**config.mk**
```make
export PLATFORM = sky130hd
export DESIGN_NAME = event_encoder32_flat
export DESIGN_NICKNAME = d
export VERILOG_FILES = /design/src/rtl/event_encoder32_if.sv /design/src/rtl/event_encoder32.sv /design/src/flat_wrapper.sv
export SDC_FILE = /design/constraint.sdc
export NUM_CORES = 1
export LEC_CHECK = 0
export ABC_AREA = 1
export CORE_UTILIZATION = 40
export DETAILED_ROUTE_END_ITERATION = 7
export GPL_TIMING_DRIVEN = 0
export PLACE_DENSITY = 0.71
export SKIP_CTS_REPAIR_TIMING = 1
export SLEW_MARGIN = 10
export SYNTH_ARGS = -nofsm -noshare
export SYNTH_HDL_FRONTEND = slang
export SYNTH_SLANG_ARGS = --single-unit
```
**constraint.sdc**
```tcl
create_clock -name clk -period 3.5 [get_ports clk]
set_clock_uncertainty 0.1 [all_clocks]
set_input_delay 0.7 -clock clk [delete_from_list [all_inputs] [get_ports clk]]
set_output_delay 0.7 -clock clk [all_outputs]
set_load 0.005 [all_outputs]
```
**src/rtl/event_encoder32_if.sv**
```systemverilog
// event_encoder32_if: groups the event inputs, the index handshake and the
// status outputs of event_encoder32. The master side is the encoder, which
// drives the index, status and pending outputs. The slave side is the
// consumer/source side.
interface event_encoder32_if #(
  parameter int unsigned IDX_W = 5
);
  localparam int unsigned N = 2**IDX_W;

  logic [N-1:0]     req;
  logic             enable;
  logic             out_ready;
  logic             out_valid;
  logic [IDX_W-1:0] out_idx;
  logic [N-1:0]     pending;
  logic             busy;

  modport master (
    input  req, enable, out_ready,
    output out_valid, out_idx, pending, busy
  );

  modport slave (
    output req, enable, out_ready,
    input  out_valid, out_idx, pending, busy
  );
endinterface

```
**src/rtl/event_encoder32.sv**
```systemverilog
// event_encoder32: sequential 2**IDX_W-to-IDX_W encoder.
// Event lines are captured into a sticky pending vector. Pending indices are
// issued one at a time over a valid/ready handshake, and each bit is cleared
// from pending as it moves into the output stage.
// Optional macro EVENT_ENC_RR_PRIORITY_EN selects round-robin arbitration.
// The search starts after the last issued index. Without the macro, the
// lowest pending index wins and no pointer register exists.
module event_encoder32 #(
  parameter int unsigned IDX_W = 5
) (
  input  logic               clk,
  input  logic               reset_n,
  event_encoder32_if.master  bus
);
  localparam int unsigned N = 2**IDX_W;

  typedef enum logic {EMPTY, FULL} state_t;

  state_t           state_q, state_d;
  logic [N-1:0]     pending_q, pending_d;
  logic [IDX_W-1:0] out_idx_q, out_idx_d;
  logic [N-1:0]     set_vec;
  logic [N-1:0]     load_mask;
  logic [IDX_W-1:0] sel_idx;
  logic             sel_found;
  logic             stage_free;
  logic             load;

`ifdef EVENT_ENC_RR_PRIORITY_EN
  logic [IDX_W-1:0] ptr_q, ptr_d;
  logic [IDX_W-1:0] cand;

  // Round-robin search over pending, starting at ptr+1 and wrapping modulo N.
  always_comb begin
    sel_idx   = '0;
    sel_found = 1'b0;
    cand      = '0;
    for (int unsigned k = 1; k <= N; k++) begin
      cand = ptr_q + IDX_W'(k);
      if (!sel_found && pending_q[cand]) begin
        sel_found = 1'b1;
        sel_idx   = cand;
      end
    end
  end
`else
  // Fixed-priority search over pending: the lowest set index wins.
  always_comb begin
    sel_idx   = '0;
    sel_found = 1'b0;
    for (int unsigned k = 0; k < N; k++) begin
      if (!sel_found && pending_q[k]) begin
        sel_found = 1'b1;
        sel_idx   = IDX_W'(k);
      end
    end
  end
`endif

  // Next-state logic: capture, load into the output stage, and the handshake FSM.
  always_comb begin
    stage_free = (state_q == EMPTY) || bus.out_ready;
    load       = stage_free && sel_found;
    load_mask  = load ? ({{(N-1){1'b0}}, 1'b1} << sel_idx) : '0;
    set_vec    = bus.enable ? bus.req : '0;
    // A new set of bit k at the edge where k loads keeps k pending.
    pending_d  = (pending_q & ~load_mask) | set_vec;
    out_idx_d  = load ? sel_idx : out_idx_q;
    state_d    = state_q;
    case (state_q)
      EMPTY: if (sel_found) state_d = FULL;
      FULL:  if (bus.out_ready) state_d = sel_found ? FULL : EMPTY;
      default: state_d = EMPTY;
    endcase
  end

`ifdef EVENT_ENC_RR_PRIORITY_EN
  // Pointer tracks the last issued index. The reset value makes the first search start at 0.
  always_comb begin
    ptr_d = load ? sel_idx : ptr_q;
  end

  // Round-robin pointer register.
  always_ff @(posedge clk or negedge reset_n) begin
    if (!reset_n) ptr_q <= '1;
    else          ptr_q <= ptr_d;
  end
`endif

  // State, pending and output-stage registers. Reset discards everything immediately.
  always_ff @(posedge clk or negedge reset_n) begin
    if (!reset_n) begin
      state_q   <= EMPTY;
      pending_q <= '0;
      out_idx_q <= '0;
    end else begin
      state_q   <= state_d;
      pending_q <= pending_d;
      out_idx_q <= out_idx_d;
    end
  end

  assign bus.out_valid = (state_q == FULL);
  assign bus.out_idx   = out_idx_q;
  assign bus.pending   = pending_q;
  assign bus.busy      = (|pending_q) || (state_q == FULL);

endmodule
```
**src/flat_wrapper.sv**
```systemverilog
// flat-port wrapper written by rule: the top's interface ports become plain ports
module event_encoder32_flat 
#(
  parameter int unsigned IDX_W = 5
)
  (clk, reset_n, bus_req, bus_enable, bus_out_ready, bus_out_valid, bus_out_idx, bus_pending, bus_busy);
  event_encoder32_if #(.IDX_W(IDX_W)) bus_i ();
  input  logic clk;
  input  logic reset_n;
  input wire logic [$bits(bus_i.req)-1:0] bus_req;
  input wire logic [$bits(bus_i.enable)-1:0] bus_enable;
  input wire logic [$bits(bus_i.out_ready)-1:0] bus_out_ready;
  output wire logic [$bits(bus_i.out_valid)-1:0] bus_out_valid;
  output wire logic [$bits(bus_i.out_idx)-1:0] bus_out_idx;
  output wire logic [$bits(bus_i.pending)-1:0] bus_pending;
  output wire logic [$bits(bus_i.busy)-1:0] bus_busy;
  assign bus_i.req = bus_req;
  assign bus_i.enable = bus_enable;
  assign bus_i.out_ready = bus_out_ready;
  assign bus_out_valid = bus_i.out_valid;
  assign bus_out_idx = bus_i.out_idx;
  assign bus_pending = bus_i.pending;
  assign bus_busy = bus_i.busy;
  event_encoder32 #(.IDX_W(IDX_W)) u_core (.clk(clk), .reset_n(reset_n), .bus(bus_i));
endmodule
```
==> out/summary.txt <==
Fin Hold WS - 0.224 ns
Root Buffer - clkbuf_8
endpoint of the worst register-to-register path - u_core.bus.out_idx[2]
final setup vio count - 0
Crit. End Element - output pin
Period minus WS final - 3.26 ns
critical setup path kind - flip-flop to output pin
Finished Cell Area - 3060 µm²
TritonCTS clock tree - built
DRT iter0 DRCs - 93
total negative slack - 0 ns
Worst Path Max Fanout - 8
number of global-route vias before repair - 1987
Internal Power - 0.754 mW
initial antenna violation count - 0
DIE AREA - 5540 µm²
Distinct cells, synth - 30
Via-to-Cell Ratio - 4.99
period utilization - 0.933
Net Count, Synth - 311
f_max - 306 MHz
Die W - 74.4 µm
register clock-pin slew on the reported worst setup and hold paths - 0.07 ns
post-layout power - 1.01 mW
max cap viols - 0
DP HPWL - 4230 µm
antenna violation net count after detailed routing - 0
worst ir drop on vdd - 0.000192 V
Critical Path AT - 2.46 ns
syn_area_per_cell - 7.63 µm²
I/O Pins - 75
switching power total - 0.254 mW
Seq/Total Area, Yosys - 0.453
flops & latches, synth - 38
Hold Vio Cnt, Final - 0
Post-DP Area - 2950 µm²
critical path startpoint category - flip-flop
# diodes - 0
drt drc - 0
pre-CTS WS - 0.553 ns
grt ovf - 0
Worst Tran Pin Value - 0.551 ns
clock buffer depth - 2
area of the multi-input gates - 983 µm²
num rows - 25
clk_lat worst skew - 0.29 ns
DR pass1 iterations - 4
largest net degree at the start of global routing - 24
relative slew slack - 0.630
area of the core - 4880 µm²
H-tree depth - 2
IO Port Bufs - 74
fin. max-slew vios - 0
Reg power frac - 0.471
status - finished clean
CTS sink count - 38
yosys warns - 0
nets - 393
PD cells - 330 nW/µm²
Cell Area, Synth - 2100 µm²
synthesis-to-layout area growth - 45.6%
share of cells above drive strength 1 - 0.0838
Seq. cell area - 951 µm²
Initial Utilization - 0.430
reg2reg setup slack - 1.12 ns
GRT Util Overall - 0.212
final worst slack - 0.235 ns
DRT Wirelength - 5450 µm
cells on worst reg2reg path - 14
vias - 2120
Placer Congestion - 0.776
first-pass GRT wire length - 8980 µm
clock share of power - 0.353
CTS buffer count - 5
worst hold path class - input pin to async pin
switching portion of total power - 0.252
Pleak - 1.29 nW
drt wl/cell - 12.8 µm
cell count after synthesis - 275
unrepaired setup endpoints after global routing - no
Filler Cell Count - 464
Die H - 74.4 µm
Combinational Power Share - 0.176
Req. time, crit path - 2.70 ns
reg-to-reg startpoint - u_core.bus.pending[3]
-- how the worst max path moves through the flow --
stage	from	endpoint	slack [ns]
floorplan	u_core.bus.pending[1]	bus_busy	1.18
global placement	u_core.bus.pending[1]	bus_busy	0.59
detailed placement	u_core.bus.pending[1]	bus_busy	0.55
CTS	u_core.bus.pending[1]	bus_busy	0.22
global route	u_core.bus.pending[11]	bus_busy	0.04
finish	u_core.bus.pending[3]	bus_busy	0.24
-- layout make-up --
cell class,instances,share of cell area
timing repair buffer,75,0.250
clock buffer,8,0.0360
multi-input combinational,200,0.322
tap,67,0.0274
buffer,6,0.0147
inverter,31,0.0389
sequential,38,0.311
-- logic make-up after synthesis --
family,after synthesis,share of synthesized area
AO/OA/AOI/OAI,52,0.144
flip-flops,38,0.453
buffers and inverters,37,0.0781
AND/OR/NAND/NOR,148,0.325
-- synth_stat cells --
cell type | instances | area (µm²)
o21ai_1 | 28 | 140
nor2_1 | 27 | 101
nor4_1 | 1 | 6.26
inv_4 | 1 | 6.26
o211ai_1 | 1 | 7.51
a22o_1 | 1 | 8.76
buf_6 | 3 | 33.8
a21o_1 | 1 | 7.51
inv_1 | 27 | 101
nor4_2 | 1 | 12.5
nor2_4 | 3 | 33.8
o2111ai_1 | 1 | 8.76
nor3_2 | 1 | 10.0
o21ai_0 | 3 | 15.0
nor2_8 | 1 | 20.0
o21bai_1 | 1 | 7.51
dfrtp_1 | 38 | 951
nand3_4 | 1 | 17.5
a21oi_1 | 6 | 30.0
nor3_1 | 3 | 15.0
nand3b_1 | 3 | 22.5
nand3_1 | 7 | 35.0
o31ai_1 | 9 | 67.6
nor2_2 | 2 | 12.5
a21oi_2 | 1 | 8.76
nand2_2 | 3 | 18.8
inv_2 | 3 | 11.3
nand2_1 | 87 | 327
nand4_1 | 8 | 50.1
clkbuf_1 | 3 | 11.3
-- stage by stage --
step | util | cells
final | 0.626 | 425
after global routing | 0.626 | 425
after CTS | 0.626 | 425
after detailed placement | 0.604 | 417
after global placement | 0.599 | 416
after floorplan | - | 275
-- worst max-delay path, cell delays in order, from the launching register on --
cell and delay, ns:
dfrtp_1 0.43, nor2_2 0.18, nand2_2 0.11, nor2_4 0.21, nand3_4 0.15, nor2_8 0.16, nand2_2 0.10, inv_2 0.09
nand2_2 0.08, nor2_4 0.14, nand2_1 0.06, clkdlybuf4s50_1 0.45
-- power groups by stage --
| stage | Clock, mW | Combinational, mW | Sequential, mW |
|---|---|---|---|
| floorplan | 0 | 0.0689 | 0.483 |
| global placement | 0 | 0.173 | 0.484 |
| detailed placement | 0 | 0.179 | 0.484 |
| CTS | 0.360 | 0.180 | 0.475 |
| global route | 0.380 | 0.195 | 0.477 |
| finish | 0.356 | 0.177 | 0.475 |
-- registers in the layout, indices dropped and copies added (netlist names) --
signal / flops
u_core.bus.out_valid: 1
u_core.bus.pending: 32
u_core.bus.out_idx: 5
-- metal layers --
| layer | up-vias | global-route usage | routed length, µm |
|---|---|---|---|
| li1 | 1066 | - | - |
| met1 | 984 | 0.274 | 2450 |
| met2 | 63 | 0.353 | 2560 |
| met3 | 7 | 0.0528 | 381 |
| met4 | 0 | 0.0566 | 62 |
| met5 | - | 0 | 0 |
-- layout by cell type (no fill, tap or decap), types with 6 or more instances in the layout --
cell type        synthesis  final
a21oi_1                  6      6
clkbuf_8                 0      8
clkdlybuf4s50_1          0     73
dfrtp_1                 38     38
inv_1                   27     27
nand2_1                 87     87
nand3_1                  7      7
nand4_1                  8      8
nor2_1                  27     27
o21ai_1                 28     28
o31ai_1                  9      9
Power figures use the tool's default switching activity.
